==> config.mk <==
export PLATFORM = sky130hd
export DESIGN_NAME = sync_fifo_param
export DESIGN_NICKNAME = d
export VERILOG_FILES = /design/src/rtl/sync_fifo_param.sv
export SDC_FILE = /design/constraint.sdc
export NUM_CORES = 1
export LEC_CHECK = 0
export CAP_MARGIN = 20
export CORE_MARGIN = 8
export CORE_UTILIZATION = 59
export CTS_BUF_LIST = sky130_fd_sc_hd__clkbuf_16
export CTS_CLUSTER_DIAMETER = 50
export CTS_CLUSTER_SIZE = 16
export DETAILED_ROUTE_END_ITERATION = 10
export GPL_ROUTABILITY_DRIVEN = 0
export MAX_ROUTING_LAYER = met4
export PLACE_DENSITY = 0.89
export SYNTH_ARGS = -nofsm -noshare
export SYNTH_HDL_FRONTEND = slang
export SYNTH_SLANG_ARGS = --single-unit
==> constraint.sdc <==
create_clock -name clk -period 3.3 [get_ports clk]
set_input_delay 0.99 -clock clk [delete_from_list [all_inputs] [get_ports clk]]
set_output_delay 0.99 -clock clk [all_outputs]
set_load 0.03 [all_outputs]
==> src/rtl/sync_fifo_param.sv <==
// Single-clock parametrised FIFO with occupancy count, programmable almost-full/almost-empty
// thresholds, overflow/underflow pulses and a selectable first-word-fall-through read port.
module sync_fifo_param #(
    parameter int DATA_WIDTH = 8,
    parameter int DEPTH      = 16,
    parameter int AF_LEVEL   = 14,
    parameter int AE_LEVEL   = 2,
    parameter int FWFT       = 0
) (
    input  logic                       clk,
    input  logic                       rst,
    input  logic [DATA_WIDTH-1:0]      i_wData,
    input  logic                       i_wEN,
    input  logic                       i_rEN,
    output logic [DATA_WIDTH-1:0]      o_rData,
    output logic                       o_Full,
    output logic                       o_Empty,
    output logic                       o_AlmostFull,
    output logic                       o_AlmostEmpty,
    output logic [$clog2(DEPTH):0]     o_Count,
    output logic                       o_Overflow,
    output logic                       o_Underflow
);

    localparam int PTR_W = $clog2(DEPTH);
    localparam int CNT_W = PTR_W + 1;

    localparam logic [CNT_W-1:0] FULL_CNT = CNT_W'(DEPTH);
    localparam logic [CNT_W-1:0] AF_CNT   = CNT_W'(AF_LEVEL);
    localparam logic [CNT_W-1:0] AE_CNT   = CNT_W'(AE_LEVEL);

    logic [DATA_WIDTH-1:0] mem [DEPTH];
    logic [PTR_W-1:0]      wr_ptr;
    logic [PTR_W-1:0]      rd_ptr;
    logic [CNT_W-1:0]      count;
    logic [CNT_W-1:0]      count_next;
    logic                  wr_acc;
    logic                  rd_acc;

    // Acceptance uses the registered flags, so a full FIFO still accepts a read
    // alongside a rejected write, and an empty one accepts a write alongside a rejected read.
    assign wr_acc = i_wEN && !o_Full;
    assign rd_acc = i_rEN && !o_Empty;

    always_comb begin
        count_next = count + CNT_W'(wr_acc) - CNT_W'(rd_acc);
    end

    always_ff @(posedge clk or posedge rst) begin
        if (rst) begin
            wr_ptr        <= '0;
            rd_ptr        <= '0;
            count         <= '0;
            o_Full        <= 1'b0;
            o_Empty       <= 1'b1;
            o_AlmostFull  <= 1'b0;
            o_AlmostEmpty <= 1'b1;
            o_Overflow    <= 1'b0;
            o_Underflow   <= 1'b0;
        end else begin
            if (wr_acc) begin
                wr_ptr <= wr_ptr + PTR_W'(1);
            end
            if (rd_acc) begin
                rd_ptr <= rd_ptr + PTR_W'(1);
            end
            count         <= count_next;
            // Flags come from count_next so they line up with o_Count in the same cycle.
            o_Full        <= (count_next == FULL_CNT);
            o_Empty       <= (count_next == '0);
            o_AlmostFull  <= (count_next >= AF_CNT);
            o_AlmostEmpty <= (count_next <= AE_CNT);
            o_Overflow    <= i_wEN && o_Full;
            o_Underflow   <= i_rEN && o_Empty;
        end
    end

    assign o_Count = count;

    // Storage is deliberately left out of reset; occupancy alone decides what is valid.
    always_ff @(posedge clk) begin
        if (wr_acc) begin
            mem[wr_ptr] <= i_wData;
        end
    end

    generate
        if (FWFT == 0) begin : g_std_read
            logic [DATA_WIDTH-1:0] rdata_q;

            always_ff @(posedge clk or posedge rst) begin
                if (rst) begin
                    rdata_q <= '0;
                end else if (rd_acc) begin
                    rdata_q <= mem[rd_ptr];
                end
            end

            assign o_rData = rdata_q;
        end else begin : g_fwft_read
            // Head word is presented combinationally from registered state; zero when empty.
            assign o_rData = o_Empty ? '0 : mem[rd_ptr];
        end
    endgenerate

endmodule

# Word-level counts from Yosys, hierarchy flattened
# Memory sizes are Yosys's and may differ from the RTL's. A register that Yosys moved wholly into a read port is not among the register bits.
# Cells that the tools add are included.
# W data, S select, Z words.
[word_totals]
ramBits = 128
output_inout_bits = 19
mem_count = 1
elab_cells = 26
reg_bits = 19
inputBits = 12
[memory_table]
columns = ["name", "words", "width", "rd", "rd_ports_with_merged_regs", "write_ports", "line", "text"]
rows = [
  ["mem", 16, 8, 1, 1, 1, "32", "logic [DATA_WIDTH-1:0] mem [DEPTH];"],
]
[classes]
n_lt_le_gt_ge = 2
add_sub_neg = 4
reduce_logical = 7
muxes = 2
n_eq_ne = 1
[op_table]
columns = ["operator", "n"]
rows = [
  ["$add A4 B1 Y4 const B", 2],
  ["$add A5 B1 Y5", 1],
  ["$eq A5 B5 Y1 const B", 1],
  ["$ge A5 B4 Y1 const B", 1],
  ["$le A5 B2 Y1 const B", 1],
  ["$logic_not A5 Y1", 1],
  ["$sub A5 B1 Y5", 1],
  ["$logic_and A1 B1 Y1", 4],
  ["$logic_not A1 Y1", 2],
  ["$mux W1", 2],
]

# Logic depth before layout (Yosys ltp)
# Gate-level depths: netlist (run 1).
[logic_depth]
ltp_word = 5
depth_mapped = 11

# Worst setup path before layout (run 1)
# No wires, ideal clock.
[synth_timing]
kind = "input to register"
startpoint = "input port i_wEN"
endpoint = "register o_AlmostEmpty"
setup_time_ns = 0.105
t_arrival_ns = 2.956
path_stages = 11
setup_slack_ns = 0.239
path_buffers = 1
path_cell_list = "nor2b_1 buf_2 inv_2 ha_1 inv_1 ha_1 fa_1 a21o_1 a21oi_2 xnor2_2 a2111oi_2"
[synth_via]
elab_chain_len = 4
[synth_lines]
columns = ["element", "line", "text"]
rows = [
  ["start, declared", "13", "input logic i_wEN,"],
  ["$logic_and A1 B1 Y1", "42", "assign wr_acc = i_wEN && !o_Full;"],
  ["$add A5 B1 Y5", "46", "count_next = count + CNT_W'(wr_acc) - CNT_W'(rd_acc);"],
  ["$sub A5 B1 Y5", "46", ""],
  ["named net count_next[4]", "36", "logic [CNT_W-1:0] count_next;"],
  ["$le A5 B2 Y1", "72", "o_AlmostEmpty <= (count_next <= AE_CNT);"],
  ["end signal, assigned", "72", ""],
  ["end, declared", "19", "output logic o_AlmostEmpty,"],
]
# The timed path passes the listed nets, and every way through them passes these cells.
# A chain may end at the register's enable or synchronous reset.

# Worst setup path after layout (run 1)
# Ends and elaborated chain as after synthesis.

==> results.md, run 1 <==
- Fin util: 71.1%
- First-pass DRT Iterations: 5
- Peak supply drop: 586 uV
- Final nets: 431
- Total track usage: 19.9%
- Hold Fails Final Rpt: 0
- Max Fclk: 0.322 GHz
- PortBufs: 30
- Clock power share: 26.9%
- Post-synth EDFFs: 128
- CTS clk-pin slew, worst paths: 70 ps
- Crit path time final: 3110 ps
- Vias per inst: 6.04
- Sequential Power Share: 39.6%
- Number of placed I/O pins: 31
- Placement Rows: 37
- Die area: 14100 um^2
- Max-cap violations: 0
- Antenna viol nets, final: 0
- Die Y: 119 um
- Area growth syn-to-layout: 17.3%
- Via count: 3365
- R2R depth: 10
- Fin crit share: 94.2%
- Switching share of power: 34.7%
- Total power: 6.98 mW
- Initial Utilization: 60.6%
- Sw Pwr: 2.43 mW
- Worst Path Max Fanout: 4
- Final TNS setup: 0 ps
- Yosys reg bits: 155
- Root Buffer: clkbuf_16
- Lkg Pwr: 2.65 nW
- Worst setup path endpoint: o_AlmostEmpty
- Combinational share of power: 33.5%
- Worst skew pair latency: 420 ps
- Residual DRC count: 0
- Setup slack, reg-to-reg: 630 ps
- Detailed Route WL: 12900 um
- Hold Buf Count CTS: 0
- Slew margin rel.: 32.5%
- Clk sinks: 155
- Share of the synthesized area in the top cell type: 61.7%
- Worst slew pin tran: 1010 ps
- Number of global-route vias before repair: 3558
- Crit path launch: i_wEN
- Worst clock skew: 6.90 ps
- N_diodes: 0
- Initial antenna violation count: 0
- # fillers: 613
- Worst Setup End Kind: flip-flop
- Post-Synthesis Cells: 358
- Worst R2R Start: o_Empty
- Post-synth top cells: edfxtp_1, mux2i_1, dfrtp_1, and2_1, a22oi_1
- Final-report setup violation count: 0
- Synth cell types: 40
- Dpl ws: -299 ps
- Most common cell in the netlist: edfxtp_1
- CTS Buf Count: 17
- Dominant cell type by area after synthesis: edfxtp_1
- Critical path class: primary input to flip-flop
- Startpoint Class: primary input
- Core footprint: 10300 um^2
- Die Wd: 119 um
- Hold Path Class: flip-flop to flip-flop
- Critical path arrival: 3430 ps
- Largest net degree at the start of global routing: 30
- PD cells: 956 nW/um^2
- Grt total ovfl: 0
- CTS tree: built
- Status: completed
- Reg-to-reg endpoint: o_AlmostEmpty
- RSZ-0062 raised after global routing: false
- Critical Path RT: 3620 ps
- Post-synthesis sequential area ratio: 72.6%
- Worst Slack Setup Final: 192 ps
- Synth warn: 0
- WL/cell: 23.2 um
- Ys async rst share: 17.4%
- Mapped Nets: 381
- Cell-internal power: 4.56 mW
- Ys flop type: edfxtp_1
- CTS H-tree lvls: 4
- Mean post-synth cell area: 17.4 um^2
- DPL Wire Length: 8020 um
- Area contributors post-synth: edfxtp_1, dfrtp_1, mux2i_1
- Synth Cell Area: 6230 um^2
- Clk buf depth: 2
- First-pass GRT wire length: 20400 um
- DR iter-0 viols: 366
- Max-slew violations: 0
- Layout cell share with drive strength beyond 1: 15.7%
[kinds of logic after synthesis]
kind of cell / share of synthesized area [%]
buffers and inverters: 2.17
xor gates and xnor gates: 1.65
AOI/OAI and AO/OA: 4.52
DFF: 72.6
muxes: 11.5
adders and majority gates: 2.33
and+or+nand+nor: 5.22
[per-layer routing]
layer	vias up	global-route usage (%)	part of all wire [%]
met2	153	32.1	52
met1	1709	23.9	39
met3	21	4.71	6.9
met4	0	7.51	1.8
met5	-	-	0
li1	1482	-	-
[worst min path at each step]
stage	from	endpoint	slack (ps)	depth (start not counted)
after floorplan	wr_ptr[3]	wr_ptr[3]	490	1
after global placement	o_rData[4]	o_rData[4]	510	2
after detailed placement	o_rData[7]	o_rData[7]	520	2
after CTS	o_rData[7]	o_rData[7]	540	2
after global routing	o_rData[7]	o_rData[7]	550	2
final	o_rData[7]	o_rData[7]	540	2
[worst max-delay path, stage by stage]
cell,delay (ps)
clkdlybuf4s50_1,470
nor2b_2,160
inv_2,50
ha_1,270
inv_1,40
ha_1,200
fa_1,400
a21o_1,190
a21oi_2,190
xnor2_2,120
a2111oi_2,340
[stage by stage]
step / area (um^2) / hold WS, ps / cells
after floorplan: 6230 / 493 / 358
after global placement: 6730 / 506 / 525
after detailed placement: 6730 / 516 / 525
after CTS: 7300 / 539 / 557
after global routing: 7300 / 555 / 557
final: 7300 / 538 / 557
[what timing repair did]
item / in CTS / in global routing
setup buffers: 0 / 0
endpoints found under the setup margin: 0 / 2
resized for setup: 0 / 1
hold endpoints to repair: 0 / 0
[power by group through the flow]
stage / combinational, mW / sequential, mW / clock, mW
detailed placement: 2.30 / 2.79 / 0
CTS: 2.34 / 2.77 / 1.90
global route: 2.50 / 2.80 / 1.99
floorplan: 1.49 / 2.82 / 0
global placement: 2.18 / 2.77 / 0
finish: 2.34 / 2.77 / 1.88
[final cells by class]
cell class | instances | area (um^2) | area share [%]
Inverter | 10 | 37.5 | 0.514
Tap cell | 136 | 170 | 2.33
Timing Repair Buffer | 45 | 425 | 5.82
Clock buffer | 17 | 425 | 5.82
Sequential cell | 155 | 4520 | 61.9
Multi-Input combinational cell | 179 | 1570 | 21.5
Clock inverter | 15 | 149 | 2.04
[state kept, by name, summed over array words and instances, names as in the netlist, 4 cells and up]
register / cells
mem: 128
o_Count: 5
o_rData: 8
rd_ptr: 4
wr_ptr: 4
[placed cells by master (no fill, tap or decap), types with 2 or more instances in the layout]
master,Yosys,routed
mux2i_1,49,49
nor2_1,3,3
buf_4,4,14
nand3_1,10,10
nor3b_1,2,2
inv_1,9,9
dfrtp_1,25,24
xnor2_2,2,2
edfxtp_1,128,128
dfstp_2,2,2
clkdlybuf4s50_1,0,30
a21o_1,2,2
clkbuf_16,0,17
mux4_2,10,10
and2_1,20,20
a21oi_1,5,5
inv_8,0,2
nand2_1,14,14
nor3_1,2,2
o21ai_0,5,5
ha_1,10,10
inv_6,0,8
xnor2_1,7,7
a32oi_1,4,4
a22oi_1,18,18
clkinv_2,0,2
No activity file was read; power rests on OpenSTA's default activity.
==> inputs of run 2 (changes only) <==
TNS_END_PERCENT = 50   (was default)
==> results of run 2 <==
The final DEF is identical to that of run 1; final timing and power are the same.
